File: src/rtl/ex_stage.sv
// RV32I execute stage: operand forwarding, ALU, branch/jump resolution with
// a same-cycle redirect, and the EX/MEM pipeline register.
module ex_stage #(
  parameter int XLEN = 32
) (
  input  logic            clk,
  input  logic            rst_n,
  input  logic            ex_mem_write,
  input  logic            ex_mem_flush,
  input  logic [XLEN-1:0] pc_in,
  input  logic [XLEN-1:0] rs1_data_in,
  input  logic [XLEN-1:0] rs2_data_in,
  input  logic [XLEN-1:0] imm_in,
  input  logic [2:0]      funct3_in,
  input  logic [4:0]      rd_in,
  input  logic [3:0]      alu_ctrl_in,
  input  logic [2:0]      branch_ctrl_in,
  input  logic [1:0]      wb_sel_in,
  input  logic            reg_write_in,
  input  logic            mem_read_in,
  input  logic            mem_write_in,
  input  logic            alu_src_in,
  input  logic            branch_in,
  input  logic            jal_in,
  input  logic            jalr_in,
  input  logic [1:0]      fwd_a,
  input  logic [1:0]      fwd_b,
  input  logic [XLEN-1:0] mem_fwd_data,
  input  logic [XLEN-1:0] wb_fwd_data,
  output logic            redirect_valid,
  output logic [XLEN-1:0] redirect_pc,
  output logic [XLEN-1:0] ex_mem_alu_result,
  output logic [XLEN-1:0] ex_mem_store_data,
  output logic [XLEN-1:0] ex_mem_pc_plus4,
  output logic [4:0]      ex_mem_rd,
  output logic [2:0]      ex_mem_funct3,
  output logic [1:0]      ex_mem_wb_sel,
  output logic            ex_mem_reg_write,
  output logic            ex_mem_mem_read,
  output logic            ex_mem_mem_write
);

  localparam logic [3:0] ALU_ADD  = 4'd0;
  localparam logic [3:0] ALU_SUB  = 4'd1;
  localparam logic [3:0] ALU_SLL  = 4'd2;
  localparam logic [3:0] ALU_SLT  = 4'd3;
  localparam logic [3:0] ALU_SLTU = 4'd4;
  localparam logic [3:0] ALU_XOR  = 4'd5;
  localparam logic [3:0] ALU_SRL  = 4'd6;
  localparam logic [3:0] ALU_SRA  = 4'd7;
  localparam logic [3:0] ALU_OR   = 4'd8;
  localparam logic [3:0] ALU_AND  = 4'd9;
  localparam logic [3:0] ALU_PASS = 4'd10;

  logic [XLEN-1:0] op_a;
  logic [XLEN-1:0] op_b;
  logic [XLEN-1:0] alu_b;
  logic [XLEN-1:0] alu_result;
  logic [4:0]      shamt;
  logic            br_eq;
  logic            br_lt;
  logic            br_ltu;
  logic            br_taken;
  logic [XLEN-1:0] jalr_sum;

  // Encodings 00 and 11 both select the register file.
  always_comb begin
    case (fwd_a)
      2'b01:   op_a = mem_fwd_data;
      2'b10:   op_a = wb_fwd_data;
      default: op_a = rs1_data_in;
    endcase
    case (fwd_b)
      2'b01:   op_b = mem_fwd_data;
      2'b10:   op_b = wb_fwd_data;
      default: op_b = rs2_data_in;
    endcase
  end

  assign alu_b = alu_src_in ? imm_in : op_b;
  assign shamt = alu_b[4:0];

  always_comb begin
    case (alu_ctrl_in)
      ALU_ADD:  alu_result = op_a + alu_b;
      ALU_SUB:  alu_result = op_a - alu_b;
      ALU_SLL:  alu_result = op_a << shamt;
      ALU_SLT:  alu_result = {{(XLEN-1){1'b0}}, $signed(op_a) < $signed(alu_b)};
      ALU_SLTU: alu_result = {{(XLEN-1){1'b0}}, op_a < alu_b};
      ALU_XOR:  alu_result = op_a ^ alu_b;
      ALU_SRL:  alu_result = op_a >> shamt;
      ALU_SRA:  alu_result = $unsigned($signed(op_a) >>> shamt);
      ALU_OR:   alu_result = op_a | alu_b;
      ALU_AND:  alu_result = op_a & alu_b;
      ALU_PASS: alu_result = alu_b;
      default:  alu_result = '0;
    endcase
  end

  // Branches always compare the two forwarded register operands, never the immediate.
  assign br_eq  = (op_a == op_b);
  assign br_lt  = ($signed(op_a) < $signed(op_b));
  assign br_ltu = (op_a < op_b);

  always_comb begin
    case (branch_ctrl_in)
      3'b000:  br_taken = br_eq;
      3'b001:  br_taken = ~br_eq;
      3'b100:  br_taken = br_lt;
      3'b101:  br_taken = ~br_lt;
      3'b110:  br_taken = br_ltu;
      3'b111:  br_taken = ~br_ltu;
      default: br_taken = 1'b0;
    endcase
  end

  assign jalr_sum       = op_a + imm_in;
  assign redirect_valid = (branch_in & br_taken) | jal_in | jalr_in;
  assign redirect_pc    = jalr_in ? {jalr_sum[XLEN-1:1], 1'b0} : (pc_in + imm_in);

  always_ff @(posedge clk or negedge rst_n) begin
    if (!rst_n) begin
      ex_mem_alu_result <= '0;
      ex_mem_store_data <= '0;
      ex_mem_pc_plus4   <= '0;
      ex_mem_rd         <= '0;
      ex_mem_funct3     <= '0;
      ex_mem_wb_sel     <= '0;
      ex_mem_reg_write  <= 1'b0;
      ex_mem_mem_read   <= 1'b0;
      ex_mem_mem_write  <= 1'b0;
    end else if (ex_mem_flush) begin
      ex_mem_alu_result <= '0;
      ex_mem_store_data <= '0;
      ex_mem_pc_plus4   <= '0;
      ex_mem_rd         <= '0;
      ex_mem_funct3     <= '0;
      ex_mem_wb_sel     <= '0;
      ex_mem_reg_write  <= 1'b0;
      ex_mem_mem_read   <= 1'b0;
      ex_mem_mem_write  <= 1'b0;
    end else if (ex_mem_write) begin
      ex_mem_alu_result <= alu_result;
      ex_mem_store_data <= op_b;
      ex_mem_pc_plus4   <= pc_in + 32'd4;
      ex_mem_rd         <= rd_in;
      ex_mem_funct3     <= funct3_in;
      ex_mem_wb_sel     <= wb_sel_in;
      ex_mem_reg_write  <= reg_write_in;
      ex_mem_mem_read   <= mem_read_in;
      ex_mem_mem_write  <= mem_write_in;
    end
  end

endmodule
File: config.mk
export PLATFORM = sky130hd
export DESIGN_NAME = ex_stage
export DESIGN_NICKNAME = d
export VERILOG_FILES = /design/src/rtl/ex_stage.sv
export SDC_FILE = /design/constraint.sdc
export NUM_CORES = 1
export LEC_CHECK = 0
export CORE_MARGIN = 1
export CORE_UTILIZATION = 47
export CTS_BUF_LIST = sky130_fd_sc_hd__clkbuf_8
export DETAILED_ROUTE_END_ITERATION = 16
export PLACE_DENSITY = 0.85
export SLEW_MARGIN = 10
export SYNTH_ARGS = -nofsm -noshare
export SYNTH_HDL_FRONTEND = slang
export SYNTH_SLANG_ARGS = --single-unit
export TNS_END_PERCENT = 30
File: constraint.sdc
create_clock -name clk -period 6.25 [get_ports clk]
set_input_delay 0.625 -clock clk [delete_from_list [all_inputs] [get_ports clk]]
set_output_delay 0.625 -clock clk [all_outputs]
set_load 0.01 [all_outputs]
Word level (Yosys, flattened, before mapping)
Index checks and enable logic that the tools add are counted.
- bits in registers: 109
- bits in latches: 0
- memory bits (writable): 0
- ROM bits: 0
- input port bits: 224
- output and inout port bits: 142
- word-level logic and storage cells: 77
- memories kept: 0
- $add $sub $neg: 5
- $mul: 0
- divide/modulo/power cells: 0
- order comparisons: 4
- equal/unequal tests: 20
- shift operators: 3
- mux-type cells: 24
- bitwise logic cells: 9
- reductions and logical operators: 3
- operator list (cell ; number):
    $pmux W32 S11 ; 1
    $mux W32 ; 8
    $lt A32 B32 Y1 ; 4
    $pmux W32 S2 ; 2
    $add A32 B32 Y32 ; 3
    $add A32 B3 Y32 const B ; 1
    $and A32 B32 Y32 ; 1
    $eq A32 B32 Y1 ; 1
    $or A32 B32 Y32 ; 1
    $shl A32 B5 Y32 ; 1
    $shr A32 B5 Y32 ; 1
    $sshr A32 B5 Y32 ; 1
    $sub A32 B32 Y32 ; 1
    $xor A32 B32 Y32 ; 1
    $eq A4 B3 Y1 const B ; 4
    $eq A3 B3 Y1 const B ; 4
    $eq A4 B4 Y1 const B ; 3
    $mux W5 ; 2
    $eq A4 B2 Y1 const B ; 2
    $mux W1 ; 6
    $mux W3 ; 2
    $pmux W1 S6 ; 1
    $eq A2 B1 Y1 const B ; 2
    $eq A2 B2 Y1 const B ; 2
    9 further kinds ; 13

Logic depth before layout (Yosys ltp)
Gate-level depths: netlist of run 1.
- word-level depth: 8
- depth in mapped cells: 22
- gate-level depth less buffers: 19

Least setup slack after synthesis of run 1
No wires, ideal clock.
- path kind: input-to-output
- start point: input fwd_a[0]
- end point: output redirect_pc[30]
- arrival: 4.270 ns
- required time: 5.625 ns
- slack: 1.355 ns
- cell stages on the path: 18
- buffers on the path: 3
- path through: inv_1 ha_1 buf_2 buf_2 a22oi_1 o21ai_1 ha_1 buf_2 a211o_1 a311oi_1 o31a_1 o21ai_1 a31oi_1 o31ai_1 o31ai_1 o21ai_0 xnor2_1 mux2i_1
- cells in the longest elaborated chain, start to end: 4
- elaborated cells on any way between the ends: 5
- classes of those cells: add/sub (1); eq/ne (2); mux (2)
- RTL lines (item ; line ; source):
    start: declaration ; 26 ; input logic [1:0] fwd_a,
    $eq A2 B2 Y1 / $eq A2 B1 Y1 (equally long branches) ; 68 ; case (fwd_a)
    $pmux W32 S2 * ; 68 ;
    $add A32 B32 Y32 * ; 117 ; assign jalr_sum = op_a + imm_in;
    $mux W32 * ; 119 ; assign redirect_pc = jalr_in ? {jalr_sum[XLEN-1:1], 1'b0} : (pc_in + imm_in);
    end: declaration ; 31 ; output logic [XLEN-1:0] redirect_pc,
Mark *: on every way between the ends. The rest lies on a longest branch, timed or not.

Final worst setup path of run 1
Same ends and word-level chain as after synthesis.

==> results of run 1 <==
-- synth_stat cells (9+ instances only) --
master,count
mux2_2,10
a21oi_1,235
a211oi_1,66
o21bai_1,14
mux2i_1,144
nand2_1,292
buf_2,40
o211ai_1,46
o31ai_1,17
nor3_1,36
o22ai_1,15
a2111oi_0,10
xor2_1,37
and2_1,11
a22oi_1,85
inv_1,140
buf_1,27
nor2b_1,18
nand2b_1,39
a211o_1,11
xnor2_1,52
o221ai_1,18
a221oi_1,24
a31oi_1,19
a21o_1,59
o21ai_1,57
or3_1,17
clkbuf_1,103
dfrtp_1,109
a311oi_1,19
o21ai_0,186
nand3_1,67
o21a_1,23
a22o_1,9
and3_1,19
ha_1,202
nand4_1,19
nor2_1,277
-- area by class of cell --
type                    instances  area, um^2
multi-input cells            2290       15400
fillers                      3654       16500
repair buffers                509        4740
clock inverters                 7        93.8
inverters                     144         541
diodes                          3        7.51
clock buffers                   9         124
flip-flops and latches        109        2730
well taps                     532         666
-- flip-flops by register name, indices dropped and copies added (netlist names) --
signal             count
ex_mem_alu_result     32
ex_mem_funct3          3
ex_mem_mem_read        1
ex_mem_mem_write       1
ex_mem_pc_plus4       32
ex_mem_rd              5
ex_mem_reg_write       1
ex_mem_store_data     32
ex_mem_wb_sel          2
-- worst max-delay path: cells and delay by family --
kind,cells,cell delay (ps)
AO/OA/AOI/OAI,10,2360
buffers and inverters,3,1410
adder cells (fa/ha/maj),2,800
XOR/XNOR,1,150
multiplexers,1,130
-- worst max-delay path by stage --
stage,to,slack (ps),depth (start not counted)
2_1_floorplan,redirect_pc[30],1350,18
3_3_place_gp,redirect_pc[30],360,17
3_5_place_dp,redirect_pc[30],170,17
4_1_cts,redirect_pc[30],160,17
5_1_grt,redirect_pc[30],-2,18
6_report,redirect_pc[30],150,17
-- cell families (layout without fill, tap and decap cells) --
kind of cell	Yosys count	in the layout	share of synthesized area (%)
flops	109	109	14.0
mux	163	163	8.71
fa+ha+maj	206	206	13.4
buf+inv	324	669	6.83
xor+xnor	89	89	4.01
other cells	0	3	0
compound gates	1001	1001	34.0
simple gates	831	831	19.0
-- stage by stage --
| stage | cells | setup WS (ps) | TNS, ps | hold slack [ps] |
|---|---|---|---|---|
| 6_report | 3603 | 147 | 0 | 141 |
| 5_1_grt | 3600 | -2.14 | -2.14 | 204 |
| 4_1_cts | 3600 | 163 | 0 | 199 |
| 3_5_place_dp | 3584 | 171 | 0 | 475 |
| 3_3_place_gp | 3584 | 357 | 0 | 470 |
| 2_1_floorplan | 2723 | 1350 | 0 | 329 |
-- layer usage --
layer  vias up  global-route usage (%)  wire, um
met3       507                    15.1     12700
met4         4                    33.0      8450
met5         -                       0        26
li1      10703                       -         -
met1     11730                    58.3     39200
met2      1931                    74.7     44900
-- power groups by stage --
stage               Clock (mW)  Combinational, mW  Sequential, mW
floorplan                    0               1.81           0.810
finish                   0.548               3.29           0.785
global placement             0               3.08           0.793
global route             0.567               3.45           0.788
CTS                      0.543               3.15           0.783
detailed placement           0               3.13           0.796
==> flow_summary.json, run 1 <==
{
  "power.share.switching_pct": 53.1,
  "synth_fp_nets": 3153,
  "antenna_found_initial": 5,
  "synth_top_area_cell": "dfrtp_1",
  "drt_iter0_markers": 3970,
  "final_cell_mix": "clkdlybuf4s50_1, nand2_1, nor2_1, a21oi_1, ha_1",
  "startpoint_type": "input pin",
  "maxSlewHeadroom_pct": 19.8,
  "die_width_um": 205,
  "grt_pass1_wl_um": 151000,
  "place.gp.congestion": 1.11,
  "yosys-top-cells-area": "dfrtp_1, ha_1, mux2i_1, a21oi_1, nand2_1",
  "io_pins": 366,
  "nets": 3493,
  "synth_cell_types": 89,
  "worstSetupEndpointType": "output port",
  "hold_violations": 0,
  "status": "finished, final reports clean",
  "power.share.sequential_pct": 17.0,
  "cts_sinks": 109,
  "design_area_um2": 24300,
  "post-route-period-util_pct": 97.6,
  "drc_errors": 0,
  "pwr_density_cell_nw_per_um2": 190,
  "path_cells": "clkdlybuf4s50_1, ha_1, buf_4, a22oi_1, o21ai_1, ha_1, a21oi_1, o21ai_1, a221oi_1, o21ai_1, a31oi_1, o31ai_1, o31ai_1, o21ai_0, xnor2_1, mux2i_1, clkdlybuf4s50_1",
  "cts_hold_buf": 0,
  "area_growth_pct": 25.2,
  "first_pass_iters": 7,
  "cpPeakStageDelay_ps": 550,
  "hp-class": "input pin to asynchronous set/reset pin",
  "crit_start": "fwd_a[0]",
  "placed_cell_area_um2": 24100,
  "r2r_cells": 6,
  "core-area_um2": 40800,
  "irDropWorstVdd_mv": 0.161,
  "drv_cap": 0,
  "rr_endpoint": "ex_mem_alu_result[20]",
  "syn_area_um2": 19400,
  "routedWlPerCell_um": 29.2,
  "cts-root-buf": "clkbuf_8",
  "synth_top_area_share_pct": 14.0,
  "rrSetupSlack_ps": 3790,
  "overflow": 0,
  "viasPerCell": 6.90,
  "cp_max_fo": 24,
  "crit_type": "input pin to output port",
  "grt_max_degree": 89,
  "synth_edf_count": 0,
  "wl_um": 105000,
  "cts_tree": "built",
  "die_h_um": 205,
  "vias": 24875,
  "rsz0062_at_grt": "yes",
  "clock_skew_ps": 0,
  "grt_pass1_vias": 23551,
  "cts_resized": 0,
  "p_sw_mw": 2.46,
  "drive_gt1_share_pct": 7.50,
  "postSynthAreaPerCell_um2": 7.13,
  "synth_flop_cell": "dfrtp_1",
  "synth_seq_cells": 109,
  "clk_pin_slew_worst_paths_ps": 180,
  "row_count": 74,
  "place_hpwl_um": 82400,
  "power_mw": 4.62,
  "h-tree-depth": 3,
  "dieArea_um2": 42100,
  "combPwrFrac_pct": 71.2,
  "insertion_delay_ps": 500,
  "postCtsSetupBuffers": 0,
  "ant_nets": 0,
  "place.port_buffers": 365,
  "ys_seq_area_share_pct": 14.0,
  "yosys_warnings": 0,
  "postSynthCellCount": 2723,
  "power.share.clock_pct": 11.9,
  "start_util_pct": 47.6,
  "period_needed_ps": 6100,
  "setup_viol": 0,
  "critPathArrivalTime_ps": 5480,
  "grtUsageTotal_pct": 48.8,
  "async_flop_share_pct": 100,
  "r2r_start": "ex_mem_alu_result[20]",
  "drv_slew": 0,
  "crit_path_frequent_cell": "o21ai_1",
  "numCtsBuffers": 9,
  "fin_util_pct": 59.6,
  "max_freq_mhz": 164,
  "p_leak_nw": 10.7,
  "worst_pin_slew_ps": 1190,
  "cpMaxStageDelayCell": "clkdlybuf4s50_1",
  "final_common_cell": "clkdlybuf4s50_1",
  "cp.required_ps": 5620,
  "p_int_mw": 2.17,
  "cts_buffer_depth": 2
}
Power figures use the tool's default switching activity.
==> run 2, diff against run 1 <==
- CORE_MARGIN: 1 -> 5
==> run 2 against run 1 <==
  * Via count down 1.4%
  * Power down 0.92%
  * Combinational power about the same
  * Register-to-register slack better by 160 ps
  * Die area up 7.9%
==> flow_summary.json, run 2 (synthesis gave the netlist of run 1 again) <==
{
  "max_freq_mhz": 164,
  "grt_max_degree": 68,
  "overflow": 0,
  "rsz0062_at_grt": "no",
  "design_area_um2": 24400,
  "cts_hold_buf": 0,
  "setup_tns_ps": 0,
  "worst_pin_slew_ps": 1040,
  "insertion_delay_ps": 490,
  "nFillCells": 3757,
  "final_common_cell": "clkdlybuf4s50_1",
  "pwr_density_cell_nw_per_um2": 188,
  "core-area_um2": 40800,
  "startpoint_type": "input pin",
  "numCtsBuffers": 9,
  "dieArea_um2": 45500,
  "ant_nets": 0,
  "drt_iter0_markers": 3597,
  "grt_pass1_wl_um": 151000,
  "cts_buffer_depth": 2,
  "status": "finished, final reports clean",
  "grt_pass1_vias": 23750,
  "drv_slew": 0,
  "setup_viol": 0,
  "cts_resized": 0,
  "antenna_found_initial": 9,
  "cp.required_ps": 5620,
  "postCtsSetupBuffers": 0,
  "vias": 24520,
  "area_growth_pct": 25.6,
  "clk_pin_slew_worst_paths_ps": 140,
  "clock_skew_ps": 0,
  "row_count": 74,
  "critPathArrivalTime_ps": 5460,
  "viasPerCell": 6.79,
  "hp-class": "input pin to asynchronous set/reset pin",
  "period_needed_ps": 6090,
  "drv_cap": 0,
  "cp_max_fo": 26,
  "final_cell_mix": "clkdlybuf4s50_1, nand2_1, nor2_1, a21oi_1, ha_1",
  "cts_sinks": 109,
  "worstSetupEndpointType": "output port",
  "place.port_buffers": 365,
  "first_pass_iters": 8,
  "maxSlewHeadroom_pct": 29.8,
  "hold_violations": 0,
  "place.gp.congestion": 1.09,
  "grtUsageTotal_pct": 44.0,
  "routedWlPerCell_um": 28.7,
  "die_h_um": 213,
  "h-tree-depth": 3,
  "p_leak_nw": 10.7,
  "cts-root-buf": "clkbuf_8",
  "start_util_pct": 47.6,
  "irDropWorstVdd_mv": 0.119,
  "io_pins": 366,
  "post-route-period-util_pct": 97.4,
  "crit_type": "input pin to output port",
  "wl_um": 104000,
  "nets": 3501,
  "cts_tree": "built",
  "place_hpwl_um": 81500,
  "die_width_um": 213,
  "drive_gt1_share_pct": 7.70,
  "placed_cell_area_um2": 24200,
  "drc_errors": 0,
  "top_regs": "ex_mem_alu_result: 32 flops, ex_mem_pc_plus4: 32 flops, ex_mem_store_data: 32 flops"
}
## run 2: cell count changes in the layout (fill, tap and decap cells not counted), moves of 2 or more
cell / change
buf_4: +6
buf_12: +3
clkinv_8: -2
inv_8: +2
o31ai_1: -2
o31ai_2: +2
## run 2: final cells by class
cell class | count | area [um^2] | area share, %
flip-flops and latches | 109 | 2730 | 11.2
well taps | 532 | 666 | 2.73
multi-input cells | 2290 | 15400 | 63.2
diodes | 2 | 5.00 | 0.0205
repair buffers | 517 | 4840 | 19.8
clock buffers | 9 | 124 | 0.508
inverters | 144 | 541 | 2.22
clock inverters | 7 | 75.1 | 0.308
## run 2: path summary, 6_finish.rpt
| kind | to | depth (start not counted) | slack, ps | startpoint |
|---|---|---|---|---|
| worst max register to register | ex_mem_alu_result[29] | 8 | 3950 | ex_mem_alu_result[29] |
| worst max-delay path | redirect_valid | 19 | 160 | fwd_b[0] |
| min in group clk | ex_mem_alu_result[4] | 2 | 510 | ex_mem_alu_result[4] |
| worst min-delay path | ex_mem_funct3[2] | 1 | 140 | rst_n |
| max in group asynchronous | ex_mem_pc_plus4[27] | 2 | 4690 | rst_n |
| worst min register to register | ex_mem_alu_result[4] | 2 | 510 | ex_mem_alu_result[4] |
## run 2: per-layer routing
layer  GRT usage [%]  part of all wire, %
met5               0                0.041
met4            24.1                  6.8
met3            13.1                   12
met2            67.1                   43
met1            55.7                   39
## run 2: stage by stage
| step | setup WS, ps | total power, mW | hold WS, ps | instances | util [%] |
|---|---|---|---|---|---|
| global route | 15.6 | 4.78 | 184 | 3610 | 59.7 |
| finish | 163 | 4.58 | 138 | 3610 | 59.7 |
| CTS | 291 | 4.45 | 155 | 3608 | 59.7 |
| global placement | 383 | 3.89 | 468 | 3592 | 59.2 |
| detailed placement | 291 | 3.93 | 475 | 3592 | 59.2 |
| floorplan | 1350 | 2.62 | 329 | 2723 | - |
## run 2: power by group
| part | total (mW) | switching [mW] | internal, mW |
|---|---|---|---|
| clock network | 0.509 | 0.351 | 0.159 |
| registers | 0.783 | 0.0322 | 0.751 |
| logic | 3.29 | 2.03 | 1.26 |
| total | 4.58 | 2.41 | 2.17 |
## run 2: critical path, cell delays in order
cell and delay [ps]:
clkdlybuf4s50_1 500, inv_1 60, ha_2 530, buf_12 220
buf_4 260, nor2_1 80, a21oi_1 580, ha_1 370
a21o_1 180, a21o_1 170, a21o_1 160, a21o_1 170
a21o_1 170, a21oi_1 120, mux2_2 160, mux2i_1 160
xnor2_1 190, a31o_2 260, clkdlybuf4s50_1 480
==> variant, RTL diff (settings of run 1) <==
Put a register stage on the output `redirect_valid`, cleared by the reset. The value now appears one clock later. The other outputs are not delayed to match.
--- a/src/rtl/ex_stage.sv
+++ b/src/rtl/ex_stage.sv
@@ -115,7 +115,13 @@
   end
 
   assign jalr_sum       = op_a + imm_in;
-  assign redirect_valid = (branch_in & br_taken) | jal_in | jalr_in;
+  always_ff @(posedge clk or negedge rst_n) begin
+    if (!rst_n) begin
+      redirect_valid <= '0;
+    end else begin
+      redirect_valid <= (branch_in & br_taken) | jal_in | jalr_in;
+    end
+  end
   assign redirect_pc    = jalr_in ? {jalr_sum[XLEN-1:1], 1'b0} : (pc_in + imm_in);
 
   always_ff @(posedge clk or negedge rst_n) begin
Check against the original RTL: not equivalent (a bounded check fails within 4 cycles, from zero or initial values and one cycle with rst_n low).
==> variant against run 1 <==
Setup slack improved by 0.032 ns. Register-to-register slack improved by 0.36 ns. Maximum frequency rose by 0.53%. Wire length rose by 1.8%. Sequential share of layout area rose by 0.11 points. Sequential cell count rose by 1. Area after synthesis rose by 0.13%. Cell area barely moved. Via count rose by 0.93%. Power rose by 1.2%. Critical path type unchanged. Largest cell class unchanged. Largest power group unchanged. Highest routed layer unchanged.
==> variant: results (changes against run 1) <==
| Metric | Value |
|---|---|
| Status | finished, final reports clean (unchanged) |
| CTS clk-pin slew, worst paths | 0.15 ns (was 0.18 ns) |
| Hpwl dp | 82600 um (was 82400 um) |
| Worst R2R Setup Slack | 4.15 ns (was 3.79 ns) |
| Reg2reg path depth | 8 (was 6) |
| Inst Count DP | 3573 (was 3584) |
| Vias in the first global route | 24.0k (was 23.6k) |
| Reg2reg end | ex_mem_alu_result[29] (was ex_mem_alu_result[20]) |
| Relative slew slack | 0.195 (was 0.198) |
| Worst setup margin | 0.179 ns (was 0.147 ns) |
| Port bufs | 365 (unchanged) |
| Total CTS buffers | 9 (unchanged) |
| Synth Area in Compound Gates | 0.339 (was 0.340) |
| Post-Synth Adder-Cell Area | 0.134 (about the same) |
| Critical R2R Launch | ex_mem_alu_result[29] (was ex_mem_alu_result[20]) |
| Slowest cell on crit path | o21ai_0 (was clkdlybuf4s50_1) |
| GPL Wtd Cong | 1.12 (was 1.11) |
| H-tree depth | 3 (unchanged) |
| IR Drop Worst-Case VDD | 0.121 mV (was 0.161 mV) |
| Synth Net Count | 3154 (was 3153) |
| CTS root buf | clkbuf_8 (unchanged) |
| HP Class | in -> async (unchanged) |
| CP max FO | 18 (was 24) |
| Initial antenna violation count | 6 (was 5) |
| Total Nets Final | 3483 (was 3493) |
| Worst slack, placed | 0.0577 ns (was 0.171 ns) |
| Post-synthesis sequential area ratio | 0.142 (was 0.140) |
| Max incr delay on CP | 0.86 ns (was 0.55 ns) |
| Gr usage total | 0.495 (was 0.488) |
| Crit path to | redirect_pc[29] (was redirect_pc[30]) |
| DR iter-0 viols | 3497 (was 3970) |
| Synth area leaders | dfrtp_1 (14%), ha_1 (13%), mux2i_1 (7.4%) (unchanged) |
| Pleak | 10.6 nW (was 10.7 nW) |
| Wire length per cell | 29.8 um (was 29.2 um) |
| Post-Route Skew | 0 ns (unchanged) |
| Via count | 25.1k (was 24.9k) |
| Dpl cell area | 0.0240 mm2 (was 0.0241 mm2) |
| Yosys cell types | 89 (unchanged) |
| Yosys warnings | 0 (unchanged) |
| Worst path top cell family by delay | compound AO/OA/AOI/OAI gates (unchanged) |
| Syn Inst Count | 2724 (was 2723) |
| Synth cell count leaders | nand2_1 (292), nor2_1 (277), a21oi_1 (235), ha_1 (202), o21ai_0 (186) (unchanged) |
| Slew Limit Fails | 0 (unchanged) |
| Arrival @ worst endpoint | 5.45 ns (was 5.48 ns) |
| Final Hold Slack | 0.294 ns (was 0.141 ns) |
| Share of layout cells above drive strength 1 | 0.0716 (was 0.0750) |
| DR pass1 iterations | 12 (was 7) |
| Max clock buf depth | 2 (unchanged) |
| Layout fillers | 3629 (was 3654) |
| Ys async rst share | 1.00 (unchanged) |
| Largest registers | ex_mem_alu_result: 32 flops, ex_mem_pc_plus4: 32 flops, ex_mem_store_data: 32 flops (unchanged) |
| Xor/xnor share of the synthesized area | 0.0401 (about the same) |
| DR vias/cell | 6.98 (was 6.90) |
| First-pass GRT wire length | 153000 um (was 151000 um) |
| Largest net degree at the start of global routing | 86 (was 89) |
| Multiplexer share of the synthesized area | 0.0870 (was 0.0871) |
## variant: cell count changes after synthesis
cell            run 1  this run
dfrtp_1           109       110
## variant: per-layer routing
layer  global-route usage  part of all wire
met1                0.581              0.37
met4                0.373             0.085
met3                0.187              0.14
met5                    0           0.00021
met2                0.730              0.41
## variant: layout make-up
cell class,count,area [um2],area share
antenna,6,15.0,0.000618
clock buffer,9,124,0.00510
clock inverter,7,101,0.00417
inverter,144,541,0.0222
multi-input combinational,2290,15400,0.635
sequential,110,2750,0.113
tap,532,666,0.0274
timing repair buffer,498,4670,0.192
## variant: what timing repair did
action                                  4_1_cts  5_1_grt
endpoints found under the setup margin        0        5
setup buffers                                 0        1
resized for setup                             0        6
endpoints found under the hold margin         0        0
## variant: power by group
part	total, mW	switching (mW)	internal, mW
clock	0.563	0.365	0.198
sequential	0.792	0.0347	0.758
combinational	3.33	2.08	1.25
total	4.68	2.48	2.20
